===== src/rtl/fifo_stream_pkg.sv =====
// Shared types and sizes for the FIFO read-side stream adapter.
// Latency: n/a (declarations only).
// Backpressure: n/a.
// Optional build macro FIFO_RD_STREAM_STATS_EN sizes the beat counter with BEAT_CNT_W.
package fifo_stream_pkg;

   // Output buffer holds a head entry plus one skid entry
   localparam int SKID_DEPTH = 2;

   // Width of the optional accepted-beat counter
   localparam int BEAT_CNT_W = 16;

   // Encoding doubles as the number of valid entries (0/1/2)
   typedef enum logic [1:0] {
      OCC_EMPTY = 2'd0,
      OCC_ONE   = 2'd1,
      OCC_TWO   = 2'd2
   } occ_e;

endpackage


===== src/rtl/stream_skid2.sv =====
// Two-entry head/skid register pair feeding a valid/ready stream.
// Latency: 1 cycle from i_push to o_vld when empty.
// Backpressure: holds head stable while !i_pop; caller must never push into a full pair without popping.
//
// Ports:
//   clk, rst          clock, synchronous active-high reset
//   i_push/i_push_dat new entry arriving this cycle
//   i_pop             head consumed this cycle (only meaningful while o_vld=1)
//   o_vld/o_dat       registered head entry
//   o_occ             current occupancy (EMPTY/ONE/TWO)
module stream_skid2
   import fifo_stream_pkg::*;
#(
   parameter int DATA_WIDTH = 8
) (
   input  logic                  clk,
   input  logic                  rst,
   input  logic                  i_push,
   input  logic [DATA_WIDTH-1:0] i_push_dat,
   input  logic                  i_pop,
   output logic                  o_vld,
   output logic [DATA_WIDTH-1:0] o_dat,
   output occ_e                  o_occ
);

   occ_e                  r_occ;
   logic                  r_vld;
   logic [DATA_WIDTH-1:0] r_head;
   logic [DATA_WIDTH-1:0] r_skid;

   always_ff @(posedge clk) begin
      if (rst) begin
         r_occ  <= OCC_EMPTY;
         r_vld  <= 1'b0;
         r_head <= '0;
         r_skid <= '0;
      end else begin
         case (r_occ)
            OCC_EMPTY: begin
               if (i_push) begin
                  r_head <= i_push_dat;
                  r_vld  <= 1'b1;
                  r_occ  <= OCC_ONE;
               end
            end
            OCC_ONE: begin
               if (i_push && i_pop) begin
                  // Head leaves as the new beat arrives: bypass the skid
                  r_head <= i_push_dat;
               end else if (i_push) begin
                  r_skid <= i_push_dat;
                  r_occ  <= OCC_TWO;
               end else if (i_pop) begin
                  // Head value is left in place; o_vld masks it
                  r_vld  <= 1'b0;
                  r_occ  <= OCC_EMPTY;
               end
            end
            OCC_TWO: begin
               if (i_pop) begin
                  r_head <= r_skid;
                  if (i_push) begin
                     r_skid <= i_push_dat;
                  end else begin
                     r_occ  <= OCC_ONE;
                  end
               end
            end
            default: begin
               r_vld <= 1'b0;
               r_occ <= OCC_EMPTY;
            end
         endcase
      end
   end

   assign o_vld = r_vld;
   assign o_dat = r_head;
   assign o_occ = r_occ;

   // The upstream issue rule must never return a beat into a full, stalled pair
   a_no_overflow : assert property (@(posedge clk) disable iff (rst)
      !(i_push && !i_pop && (r_occ == OCC_TWO)));

endmodule


===== src/rtl/fifo_rd_stream.sv =====
// Read-side adapter: turns a 1-cycle-latency FIFO read port into a valid/ready stream.
// Latency: m_valid rises 2 cycles after fifo_empty falls; 1 beat/cycle sustained with m_ready high.
// Backpressure: reads are only issued when a buffer slot is guaranteed for the returning beat.
//
// Ports:
//   clk, rst                  clock, synchronous active-high reset
//   fifo_empty/fifo_rd_en     FIFO status and combinational read request
//   fifo_rdata                FIFO data, valid the cycle after fifo_rd_en
//   m_valid/m_ready/m_data    registered output stream
//   beat_cnt                  saturating accepted-beat counter, present only with FIFO_RD_STREAM_STATS_EN
module fifo_rd_stream
   import fifo_stream_pkg::*;
#(
   parameter int DATA_WIDTH = 8
) (
   input  logic                  clk,
   input  logic                  rst,
   input  logic                  fifo_empty,
   output logic                  fifo_rd_en,
   input  logic [DATA_WIDTH-1:0] fifo_rdata,
   output logic                  m_valid,
   input  logic                  m_ready,
   output logic [DATA_WIDTH-1:0] m_data
`ifdef FIFO_RD_STREAM_STATS_EN
   ,
   output logic [BEAT_CNT_W-1:0] beat_cnt
`endif
);

   logic       r_inflight;
   logic       w_pop;
   occ_e       w_occ;
   logic [1:0] w_occ_cnt;
   logic [2:0] w_commit;
   logic [2:0] w_limit;

   assign w_pop     = m_valid & m_ready;
   assign w_occ_cnt = w_occ;

   // Slots already committed (held + returning) must stay below capacity once this
   // cycle's pop is credited back; the pop credit is what allows 1 beat/cycle.
   assign w_commit   = {1'b0, w_occ_cnt} + {2'b00, r_inflight};
   assign w_limit    = 3'(SKID_DEPTH) + {2'b00, w_pop};
   assign fifo_rd_en = !fifo_empty && !rst && (w_commit < w_limit);

   always_ff @(posedge clk) begin
      if (rst) begin
         r_inflight <= 1'b0;
      end else begin
         r_inflight <= fifo_rd_en;
      end
   end

   stream_skid2 #(
      .DATA_WIDTH (DATA_WIDTH)
   ) u_skid (
      .clk        (clk),
      .rst        (rst),
      .i_push     (r_inflight),
      .i_push_dat (fifo_rdata),
      .i_pop      (w_pop),
      .o_vld      (m_valid),
      .o_dat      (m_data),
      .o_occ      (w_occ)
   );

`ifdef FIFO_RD_STREAM_STATS_EN
   logic [BEAT_CNT_W-1:0] r_beat_cnt;

   always_ff @(posedge clk) begin
      if (rst) begin
         r_beat_cnt <= '0;
      end else if (w_pop && (r_beat_cnt != '1)) begin
         r_beat_cnt <= r_beat_cnt + 1'b1;
      end
   end

   assign beat_cnt = r_beat_cnt;
`endif

endmodule


===== config.mk =====
export PLATFORM = sky130hd
export DESIGN_NAME = fifo_rd_stream
export DESIGN_NICKNAME = d
export VERILOG_FILES = /design/src/rtl/fifo_stream_pkg.sv /design/src/rtl/stream_skid2.sv /design/src/rtl/fifo_rd_stream.sv
export SDC_FILE = /design/constraint.sdc
export NUM_CORES = 1
export LEC_CHECK = 0
export ABC_AREA = 1
export BUFFER_PORTS_ARGS = -buffer_cell sky130_fd_sc_hd__buf_4
export CORE_ASPECT_RATIO = 1.1
export CORE_MARGIN = 2
export CORE_UTILIZATION = 52
export DETAILED_ROUTE_END_ITERATION = 16
export HOLD_SLACK_MARGIN = 0.08
export PLACE_DENSITY = 0.75
export SYNTH_ARGS = -nofsm -noshare
export SYNTH_HDL_FRONTEND = slang
export SYNTH_SLANG_ARGS = --single-unit

===== constraint.sdc =====
create_clock -name clk -period 1.65 [get_ports clk]
set_input_delay 0.33 -clock clk [delete_from_list [all_inputs] [get_ports clk]]
set_output_delay 0.33 -clock clk [all_outputs]
set_load 0.01 [all_outputs]

# Yosys cells after proc, flatten, opt, wreduce, memory -nomap -nowiden
# Cells that the tools add are included.
# Widths: inputs -> output; s select.
classes:
  add_sub_neg: 2
  n_mul: 0
  div_mod_pow: 0
  magnitude_cmp: 1
  n_eq_ne: 10
  shift: 0
  muxes: 20
  bitwise: 2
  n_reduce_logical: 12
op_table:
  columns: ["op", "n"]
  rows:
  - ["$mux 8", 6]
  - ["$pmux 8 s3", 1]
  - ["$pmux 8 s2", 1]
  - ["$mux 2", 6]
  - ["$reduce_and 5->1", 2]
  - ["$ne 2x2->1 const B", 4]
  - ["$ne 2x1->1 const B", 3]
  - ["$pmux 2 s3", 1]
  - ["$mux 1", 4]
  - ["$reduce_and 4->1", 1]
  - ["$add 2x1->3", 1]
  - ["$add 2x1->3 const A", 1]
  - ["$logic_and 1x1->1", 3]
  - ["$lt 3x3->1", 1]
  - ["$ne 3x2->1 const B", 1]
  - ["$pmux 1 s3", 1]
  - ["$reduce_and 3->1", 1]
  - ["$reduce_bool 3->1", 1]
  - ["$eq 2x1->1 const B", 1]
  - ["$eq 2x2->1 const B", 1]
  - ["$logic_not 1->1", 2]
  - ["$logic_not 2->1", 1]
  - ["$reduce_bool 2->1", 1]
  - ["$and 1x1->1", 1]
  - ["$not 1->1", 1]
totals:
  reg_bits: 20
  latchBits: 0
  ram_bits: 0
  rom_bits: 0
  word_cells: 52
  mem_count: 0

# Logic depth before layout (Yosys ltp)
depth:
  ltp_word: 5
  ltp_mapped: 8
  mapped_depth_nobuf: 7

# Cells and area by module
# From an unflattened synthesis, not the netlist that was laid out.
hier_totals:
  hier_cells: 157
  area_unflattened_um2: 1061.0
modules_own_cells:
  columns: ["mod", "instances", "cells_per_inst", "area_per_inst_um2"]
  rows:
  - ["stream_skid2", 1, 145, 978.4]
  - ["fifo_rd_stream", 1, 12, 82.6]

# Worst setup path before layout
# OpenSTA, ideal clock, no wires.
synth_timing:
  path_type: "register to output"
  startpoint: "reg u_skid.r_occ[0] (netlist: u_skid.o_occ[0])"
  endpoint: "out fifo_rd_en"
  arrival_time_ps: 1075
  t_required_ps: 1320
  path_slack_ps: 245
  stages_incl_launch_ff: 5
  cell_sequence: "dfxtp_1 -> ha_1 -> ha_1 -> o21ai_0 -> and3_1"
synth_via:
  elab_chain_cells: 3
synth_lines:
  columns: ["item", "line", "text"]
  rows:
  - ["start, declared", "stream_skid2.sv:26", "occ_e r_occ;"]
  - ["start signal, assigned", "stream_skid2.sv:33", "r_occ <= OCC_EMPTY;"]
  - ["start signal, assigned", "stream_skid2.sv:43", "r_occ <= OCC_ONE;"]
  - ["start signal, assigned", "stream_skid2.sv:52", "r_occ <= OCC_TWO;"]
  - ["$add 2x1->3", "fifo_rd_stream.sv:42", "assign w_commit = {1'b0, w_occ_cnt} + {2'b00, r_inflight};"]
  - ["$lt 3x3->1", "fifo_rd_stream.sv:44", "assign fifo_rd_en = !fifo_empty && !rst && (w_commit < w_limit);"]
  - ["$logic_and 1x1->1", "fifo_rd_stream.sv:44", null]
  - ["end, declared", "fifo_rd_stream.sv:19", "output logic fifo_rd_en,"]
# No other way between the ends.

# Final worst setup path
# Ends and elaborated chain as after synthesis.

==> metrics.csv <==
stage,metric,value,unit
power_and_ir_drop,net switching power figure,0.2840,mW
layout,final cell count without fillers,195,
worst_setup_path,worst-path fanout max,2,
sta,Rel. slew slack,0.7859,
floorplan,Boundary Pins,22,
floorplan,full die area,2360,um2
placed_design,detailed placement HPWL,1493,um
layout,"commonest non-fill, non-tap cell in the layout",nor2_1,
floorplan,Core Region,1822,um2
power_and_ir_drop,Net Sw Frac,0.2503,
yosys,Gate Count Post-Synth,143,
floorplan,row count,16,
worst_setup_path,reg2reg start,u_skid.o_occ[1],
layout,fill cell count,151,
global_route,vias in the first global route,810,
run_status,status,"finished, violations left",
routing,met3 wire length,87,um
clock_tree,clk_lat worst skew,0.30,ns
yosys,post-synthesis register bit count,20,
worst_setup_path,WP data arrival,1.36,ns
layout,most frequent cells in the layout,"nor2_1, nand2_1, buf_4",
placed_design,port bufs,21,
placed_design,GPL Wtd Cong,0.8821,
sta,crit share post-route,1.024,
clock_tree,clock tree buffer depth,2,
yosys,mean post-synth cell area,7.227,um2
worst_setup_path,critical path class,reg2out,
routing,DR WL/cell,10.71,um
layout,nets,183,
layout,fraction of layout cells with a size suffix above 1,0.3274,
power_and_ir_drop,P_leak,0.5852,nW
power_and_ir_drop,combinational share of power,0.185,
sta,min cycle time layout,1.690,ns
layout,Syn-to-layout area delta,28.09,%
routing,metal2 WL,1032,um
routing,DRT antenna net count,0,
min_path,min-delay src,rst,
routing,drt initial violations,31,
run_status,failing checks,setup timing,
yosys,Syn Nets,157,
clock_tree,H-tree depth,1,
clock_tree,clk slew on worst S/H paths,0.11,ns
clock_tree,clock sink count,20,
global_route,gr ovfl total,0,
routing,final WL,2089,um
sta,Clock Skew,0.009869,ns
global_route,largest net degree at the start of global routing,21,
routing,Pre-antenna DRT Iters,4,
yosys,"Seq/Total Area, Yosys",0.3874,
sta,Fmax,0.5917,GHz
global_route,initial antenna violation count,0,
routing,DRC Markers,0,
flow_run,max_cap viols,0,
worst_setup_path,Worst setup SP type,flop,
clock_tree,"Hold-fix buffers, CTS",0,
power_and_ir_drop,Worst VDD drop,0.0007248,V
floorplan,DIE WIDTH,46.51,um
min_path,Hold Path Class,in2reg,
layout,Antenna diodes,0,
yosys,Syn. warnings,0,
worst_setup_path,CP Capture Type,output pin,
routing,via count,946,
routing,DRT met1 WL,953,um
sta,Tightest Pin Transition,0.3178,ns
floorplan,initial core utilization,0.5673,
sta,final hold viol count,0,
worst_setup_path,Worst Setup SP,u_skid.o_occ[0],
clock_tree,CTS tree,built,
sta,setup violators final,1,
sta,RSZ-0062 raised after global routing,yes,
power_and_ir_drop,Power Density,857.1,nW/um2
power_and_ir_drop,Seq pwr share,0.467,
routing,via density per instance,4.851,
power_and_ir_drop,clock power share,0.348,
routing,Highest Signal Layer,met4,
yosys,"Cell Area, Synth",1033,um2
global_route,first-pass GRT wire length,3498,um
global_route,GRT Util Overall,0.2003,
sta,Max Slew Vio Count,0,
worst_setup_path,CP Data Required Time,1.32,ns
yosys,Yosys cell types,21,
sta,Fin Hold WS,0.2090,ns
clock_tree,root buf cell,clkbuf_4,
power_and_ir_drop,internal power,0.8506,mW
clock_tree,TritonCTS buffer count,3,
sta,setup ws final,-0.04009,ns
placed_design,post-placement cell count,190,
floorplan,height of the chip,50.76,um
[Yosys cell counts]
cell type / instances / area [um2]
dfxtp_1: 20 / 400.4
nor2_1: 27 / 101.4
buf_4: 1 / 7.510
inv_2: 3 / 11.26
a21oi_1: 2 / 10.01
nand3_1: 13 / 65.06
nand2_2: 1 / 6.260
inv_6: 1 / 8.760
a31oi_1: 1 / 6.260
o21ai_0: 10 / 50.05
and3_1: 2 / 12.51
buf_6: 1 / 11.26
buf_2: 2 / 10.01
o21ai_1: 8 / 40.04
inv_1: 11 / 41.29
nand2_8: 2 / 40.04
ha_1: 2 / 25.02
nand2_4: 2 / 22.52
nor2_2: 9 / 56.30
nand2_1: 24 / 90.09
nand3_4: 1 / 17.52
[power groups by stage]
stage | Sequential, mW | Combinational, mW | Clock (mW)
detailed placement | 0.541 | 0.196 | 0
global route | 0.534 | 0.234 | 0.426
CTS | 0.530 | 0.208 | 0.401
global placement | 0.539 | 0.191 | 0
floorplan | 0.548 | 0.113 | 0
finish | 0.530 | 0.210 | 0.394
[state kept, by name, summed over array words and instances, names as in the netlist]
name,count
u_skid.o_dat,8
u_skid.r_skid,8
r_inflight,1
u_skid.o_occ,2
u_skid.o_vld,1
[critical path: stages (launching register included)]
cell and delay [ns]:
dfxtp_4 0.37, ha_4 0.16, ha_4 0.25, o21ai_2 0.04, and3_4 0.14, buf_6 0.11
[worst paths after layout]
kind	slack, ns	depth (start not counted)	endpoint
setup reg to reg	0.20	8	u_skid.o_dat[7]
hold / removal	0.21	2	u_skid.o_occ[0]
setup / recovery	-0.04	5	fifo_rd_en
hold reg to reg	0.49	2	u_skid.r_skid[4]
[logic make-up (layout without fill, tap and decap cells)]
logic type | count (synthesis) | count (layout) | synth area share
flops | 20 | 20 | 0.3874
fa+ha+maj | 2 | 2 | 0.02421
simple gates | 81 | 81 | 0.3983
compound gates | 21 | 21 | 0.1029
buf+inv | 19 | 44 | 0.08717
[routing by layer]
metal	up-vias	track usage
met2	29	0.3102
met4	0	0.05714
met1	409	0.2879
met5	-	0
met3	2	0.02158
li1	506	-
[what timing repair did]
| item | in CTS | in global routing |
|---|---|---|
| endpoints found under the setup margin | 1 | 1 |
| gates resized for setup | 9 | 2 |
| buffers inserted | 1 | 0 |
| pin swaps | 3 | 2 |
[layout make-up]
class	instances	area (um2)	area share
multi-input combinational	104	579.3	0.4376
clock inverter	1	30.03	0.02268
timing repair buffer	25	191.4	0.1446
inverter	15	61.31	0.04631
tap	27	33.78	0.02552
clock buffer	3	22.52	0.01701
sequential	20	405.4	0.3062
[metrics by stage]
stage	total power [mW]	TNS (ns)	utilization	setup slack, ns	instance area (um2)
global route	1.194	-0.09876	0.7266	-0.09876	1324
global placement	0.7296	0	0.6690	0.1687	1219
detailed placement	0.7365	0	0.6690	0.1272	1219
finish	1.135	-0.04009	0.7266	-0.04009	1324
floorplan	0.6606	0	-	0.2448	1033
CTS	1.140	-0.08339	0.7225	-0.08339	1316
(Power assumes the default switching activity.)
